`config.mk`:
```
export PLATFORM = sky130hd
export DESIGN_NAME = clint_ctrl
export DESIGN_NICKNAME = d
export VERILOG_FILES = /design/src/rtl/clint_ctrl.sv
export SDC_FILE = /design/constraint.sdc
export NUM_CORES = 1
export LEC_CHECK = 0
export CAP_MARGIN = 15
export CORE_MARGIN = 1.5
export CORE_UTILIZATION = 62
export DETAILED_ROUTE_END_ITERATION = 8
export GPL_TIMING_DRIVEN = 0
export PLACE_DENSITY = 0.86
export SYNTH_ARGS = -nofsm -noshare
export SYNTH_HDL_FRONTEND = slang
export SYNTH_SLANG_ARGS = --single-unit
```
`constraint.sdc`:
```
create_clock -name CLK -period 12.2 [get_ports CLK]
set_input_delay 2.44 -clock CLK [delete_from_list [all_inputs] [get_ports CLK]]
set_output_delay 2.44 -clock CLK [all_outputs]
set_load 0.05 [all_outputs]
```
`src/rtl/clint_ctrl.sv`:
```
// clint_ctrl: core-local interruptor with 64-bit mtime, per-hart mtimecmp and msip.
// Ports: CLK/RST (async, active-high); bus slave addr/wdata/byte_en/ren/wen -> rdata/busy;
//        soft_int/timer_int and their 1-cycle falling-edge clear strobes per hart.
// Optional macro CLINT_PRESCALER_EN: mtime ticks once every PRESCALE cycles instead of every cycle.
module clint_ctrl #(
    parameter int NUM_HARTS = 1,
    parameter int PRESCALE  = 1
) (
    input  logic                 CLK,
    input  logic                 RST,
    input  logic [31:0]          addr,
    input  logic [31:0]          wdata,
    input  logic [3:0]           byte_en,
    input  logic                 ren,
    input  logic                 wen,
    output logic [31:0]          rdata,
    output logic                 busy,
    output logic [NUM_HARTS-1:0] soft_int,
    output logic [NUM_HARTS-1:0] timer_int,
    output logic [NUM_HARTS-1:0] soft_int_clear,
    output logic [NUM_HARTS-1:0] timer_int_clear
);

    localparam logic [15:0] CMP_BASE = 16'h4000;
    localparam logic [15:0] MTIME_LO = 16'hBFF8;
    localparam logic [15:0] MTIME_HI = 16'hBFFC;

    typedef enum logic {IDLE, RESP} state_t;

    state_t state, state_nxt;

    logic [15:0]          off_q;
    logic                 rd_q;
    logic [63:0]          mtime, mtime_nxt;
    logic [63:0]          mtimecmp [NUM_HARTS];
    logic [NUM_HARTS-1:0] msip;
    logic [NUM_HARTS-1:0] soft_prev, timer_prev;

    logic                 req, accept, do_wr;
    logic [NUM_HARTS-1:0] wr_msip, wr_cmp_lo, wr_cmp_hi;
    logic                 wr_mt_lo, wr_mt_hi;
    logic                 tick;
    logic [31:0]          rd_val;

    logic unused_addr_hi;
    assign unused_addr_hi = ^addr[31:16];

    function automatic logic [31:0] merge(input logic [31:0] old,
                                          input logic [31:0] d,
                                          input logic [3:0]  be);
        logic [31:0] r;
        r = old;
        for (int i = 0; i < 4; i++)
            if (be[i]) r[8*i +: 8] = d[8*i +: 8];
        return r;
    endfunction

    assign req    = ren | wen;
    assign accept = (state == IDLE) && req;
    // ren&wen together is a write
    assign do_wr  = accept && wen;

    // Write decode uses the live address: the commit happens on the accept edge
    always_comb begin
        wr_msip   = '0;
        wr_cmp_lo = '0;
        wr_cmp_hi = '0;
        for (int h = 0; h < NUM_HARTS; h++) begin
            wr_msip[h]   = do_wr && (addr[15:0] == 16'(4 * h));
            wr_cmp_lo[h] = do_wr && (addr[15:0] == CMP_BASE + 16'(8 * h));
            wr_cmp_hi[h] = do_wr && (addr[15:0] == CMP_BASE + 16'(8 * h + 4));
        end
        wr_mt_lo = do_wr && (addr[15:0] == MTIME_LO);
        wr_mt_hi = do_wr && (addr[15:0] == MTIME_HI);
    end

`ifdef CLINT_PRESCALER_EN
    logic [31:0] pre_cnt;

    assign tick = (pre_cnt == 32'(PRESCALE - 1));

    always_ff @(posedge CLK or posedge RST) begin
        if (RST)
            pre_cnt <= '0;
        else if (wr_mt_lo || wr_mt_hi || tick)
            pre_cnt <= '0;
        else
            pre_cnt <= pre_cnt + 32'd1;
    end
`else
    localparam int unused_prescale = PRESCALE;

    assign tick = 1'b1;
`endif

    // A bus write to either half swallows that cycle's tick entirely
    always_comb begin
        mtime_nxt = mtime;
        if (wr_mt_lo || wr_mt_hi) begin
            if (wr_mt_lo)
                mtime_nxt[31:0] = merge(mtime[31:0], wdata, byte_en);
            if (wr_mt_hi)
                mtime_nxt[63:32] = merge(mtime[63:32], wdata, byte_en);
        end else if (tick) begin
            mtime_nxt = mtime + 64'd1;
        end
    end

    always_ff @(posedge CLK or posedge RST) begin
        if (RST) begin
            mtime <= '0;
            msip  <= '0;
            for (int h = 0; h < NUM_HARTS; h++)
                mtimecmp[h] <= '1;
        end else begin
            mtime <= mtime_nxt;
            for (int h = 0; h < NUM_HARTS; h++) begin
                if (wr_msip[h] && byte_en[0])
                    msip[h] <= wdata[0];
                if (wr_cmp_lo[h])
                    mtimecmp[h][31:0] <= merge(mtimecmp[h][31:0], wdata, byte_en);
                if (wr_cmp_hi[h])
                    mtimecmp[h][63:32] <= merge(mtimecmp[h][63:32], wdata, byte_en);
            end
        end
    end

    assign soft_int = msip;

    // Clear strobes fire one cycle after the int output has already dropped
    always_ff @(posedge CLK or posedge RST) begin
        if (RST) begin
            timer_int       <= '0;
            timer_prev      <= '0;
            soft_prev       <= '0;
            timer_int_clear <= '0;
            soft_int_clear  <= '0;
        end else begin
            for (int h = 0; h < NUM_HARTS; h++)
                timer_int[h] <= (mtime >= mtimecmp[h]);
            timer_prev      <= timer_int;
            soft_prev       <= soft_int;
            timer_int_clear <= timer_prev & ~timer_int;
            soft_int_clear  <= soft_prev & ~soft_int;
        end
    end

    always_ff @(posedge CLK or posedge RST) begin
        if (RST) begin
            state <= IDLE;
            off_q <= '0;
            rd_q  <= 1'b0;
        end else begin
            state <= state_nxt;
            if (accept) begin
                off_q <= addr[15:0];
                rd_q  <= ren & ~wen;
            end
        end
    end

    always_comb begin
        state_nxt = state;
        busy      = 1'b1;
        unique case (state)
            IDLE: if (req) state_nxt = RESP;
            RESP: begin
                busy      = 1'b0;
                state_nxt = IDLE;
            end
            default: state_nxt = IDLE;
        endcase
    end

    always_comb begin
        rd_val = '0;
        for (int h = 0; h < NUM_HARTS; h++) begin
            if (off_q == 16'(4 * h))
                rd_val = {31'b0, msip[h]};
            if (off_q == CMP_BASE + 16'(8 * h))
                rd_val = mtimecmp[h][31:0];
            if (off_q == CMP_BASE + 16'(8 * h + 4))
                rd_val = mtimecmp[h][63:32];
        end
        if (off_q == MTIME_LO)
            rd_val = mtime[31:0];
        if (off_q == MTIME_HI)
            rd_val = mtime[63:32];
    end

    assign rdata = (state == RESP && rd_q) ? rd_val : 32'd0;

endmodule
```
==> run summary <==
antenna violations before repair: 0
Fill cells: 1,186
CP Max Fanout: 10
main combinational cell family by area after synthesis: simple AND/OR/NAND/NOR gates
GP Congestion: 0.975
Antenna Cells: 0
Hold Vio Cnt, Final: 0
placed wire-length estimate: 23,100 um
# Post-CTS Setup Buffers: 0
Sink Count: 152
Syn. warnings: 0
TritonCTS clock tree: yes
vias in the first global route: 9,684
die height: 131 um
worst slew pin tran: 1.10 ns
RSZ-0062 raised after global routing: no
relative slew slack: 25.0%
clock root buffer: clkbuf_16
Register-to-Register Path Depth: 7
GR Overflow Total: 0
required time of the worst setup path: 9.76 ns
cell count of the worst hold path: 0
drt pass-1 iters: 8
drt total wl: 32,400 um
first-pass GRT wire length: 50,800 um
DR vias/cell: 6.66
drt drc: 0
Critical Path End Type: output pin
Setup Total Neg Slack: 0 ns
fmax: 159 MHz
status: completed
Synth Area in Compound Gates: 18.1%
crit path launch type: flip-flop
Syn Nets: 1,315
clock skew: 0.00936 ns
FF-to-FF End: mtime[30]$_DFFE_PP0P_
synthesized-area fraction occupied by and/or/nand/nor cells: 23.1%
clock insertion delay at the later pin of the skew report: 0.44 ns
Setup crit end: rdata[22]
Crit. Startpoint: off_q[14]$_DFFE_PP0P_
CTS Hold Bufs: 0
Worst Path Class, Setup: flip-flop to output pin
dominant synthesized flop cell: dfrtp_1
Final Core Density: 75.2%
proportion of layout cells with a drive suffix above 1: 13.3%
die area: 17,100 um2
R2R Path Start: mtime[1]$_DFFE_PP0P_
FF-to-FF setup slack: 9.08 ns
minimum clock period: 6.30 ns
Via Count: 10,100
post-synthesis register bit count: 152
Pleak: 5.32 nW
Top Ports: 109
syn_area_per_cell: 8.58 um2
period utilization: 51.6%
mux contribution to synthesized area: 7.20%
H-tree levels: 4
remaining antenna violation count: 0
Rows: 46
Synth Area in XOR/XNOR: 0.0866%
initial drt markers: 1,366
sequential share of the synthesized area: 38.4%
Post-Syn Area: 10,100 um2
Netlist cell types: 74
IO Port Bufs: 92
Slew Limit Fails: 0
largest net degree at the start of global routing: 97
worst hold path type: flip-flop to flip-flop
maximum vdd drop: 0.101 mV
core area: 15,900 um2
number of gates resized after CTS: 0
CTS Buf Count: 17
Max clock buf depth: 2
Regs by FF count: mtime (64), mtimecmp (64), off_q (16)
Reg clk slew, reported paths: 0.07 ns
area delta synth->final: 18.2%
DIE WIDTH: 131 um
synthesized-area fraction occupied by adder cells: 8.04%
Starting Density: 63.6%
total global-route track usage: 39.3%
Post-synth EDFFs: 0
WL/cell: 21.3 um
ys async rst share: 100%
Layout Nets: 1,429
# setup viols final: 0
Cells after Synth: 1,178
Critical Path AT: 3.86 ns
Pwr Density: 102 nW/um2
Max-cap violations: 0
[worst min-delay path by stage]
stage | start | endpoint | slack [ns]
after floorplan | soft_prev$_DFF_PP0_ | soft_int_clear$_DFF_PP0_ | 0.44
after global placement | timer_int$_DFF_PP0_ | timer_prev$_DFF_PP0_ | 0.39
after detailed placement | timer_int$_DFF_PP0_ | timer_prev$_DFF_PP0_ | 0.39
after CTS | timer_int$_DFF_PP0_ | timer_prev$_DFF_PP0_ | 0.41
after global routing | timer_int$_DFF_PP0_ | timer_prev$_DFF_PP0_ | 0.43
final | timer_int$_DFF_PP0_ | timer_prev$_DFF_PP0_ | 0.41
[synth_stat cells (9+ instances only)]
library cell | number | area [um2]
nand2_1 | 202 | 758
dfrtp_1 | 88 | 2200
o21ai_0 | 88 | 440
inv_1 | 75 | 282
a21oi_1 | 74 | 370
nor2_1 | 68 | 255
ha_1 | 65 | 813
dfstp_2 | 64 | 1680
nand3_1 | 51 | 255
nand4_1 | 37 | 231
mux2_2 | 33 | 372
mux2i_1 | 33 | 330
a22o_1 | 31 | 272
clkbuf_1 | 26 | 97.6
nor3_1 | 26 | 130
nor4_1 | 21 | 131
a211oi_1 | 20 | 150
and3_1 | 19 | 119
buf_2 | 18 | 90.1
a21o_1 | 9 | 67.6
[cell families after synthesis]
family,Yosys count
simple gates,478
compound gates,288
flops,152
buf+inv,126
mux,68
fa+ha+maj,65
xor+xnor,1
[metal layers]
metal | part of all wire, % | up-vias | GRT usage (%)
li1 | - | 4524 | -
met1 | 39 | 4777 | 51.0
met2 | 45 | 684 | 61.7
met3 | 11 | 140 | 9.24
met4 | 4.9 | 0 | 20.1
met5 | 0 | - | 0
[critical path, stage by stage, from the launching register on]
cell,delay [ns]
dfrtp_1,0.43
or4b_1,0.54
nor4_1,0.42
nor2b_1,0.45
buf_2,0.36
nand2_1,0.09
o21ai_0,0.13
a22o_1,0.19
clkdlybuf4s50_1,0.81
[power breakdown]
part | total (W) | leakage, nW | internal [W] | switching [W]
sequential | 0.000539 | 1.70 | 0.000522 | 0.0000174
clock | 0.000552 | 0.294 | 0.000310 | 0.000242
combinational | 0.000124 | 3.32 | 0.0000492 | 0.0000744
[placed cells by master (no fill, tap or decap), types with 33 or more instances in the layout]
cell type          n
ha_1              65
a21oi_1           74
mux2_2            33
dfrtp_1           88
dfstp_2           64
nand4_1           37
nand3_1           51
mux2i_1           33
nor2_1            68
inv_1             74
nand2_1          202
clkdlybuf4s50_1   92
o21ai_0           88
[area by class of cell]
class                   instances  area, um2  area share, %
plain buffers                  50        220           1.84
clock buffers                  17        425           3.56
clock inverters                15        178           1.49
inverters                      76        290           2.43
multi-input cells             900       5720           47.9
flip-flops and latches        152       3880           32.5
well taps                     216        270           2.26
repair buffers                 95        958           8.02
[stage by stage]
stage | worst slack [ns] | cells | hold slack [ns] | power [W] | area (um2)
after floorplan | 5.77 | 1178 | 0.439 | 0.000611 | 10100
after global placement | 3.58 | 1486 | 0.388 | 0.000663 | 11300
after detailed placement | 6.46 | 1487 | 0.394 | 0.000668 | 11300
after CTS | 5.98 | 1519 | 0.414 | 0.00121 | 11900
after global routing | 5.71 | 1521 | 0.430 | 0.00125 | 11900
final | 5.90 | 1521 | 0.408 | 0.00121 | 11900
(Power assumes the default switching activity.)
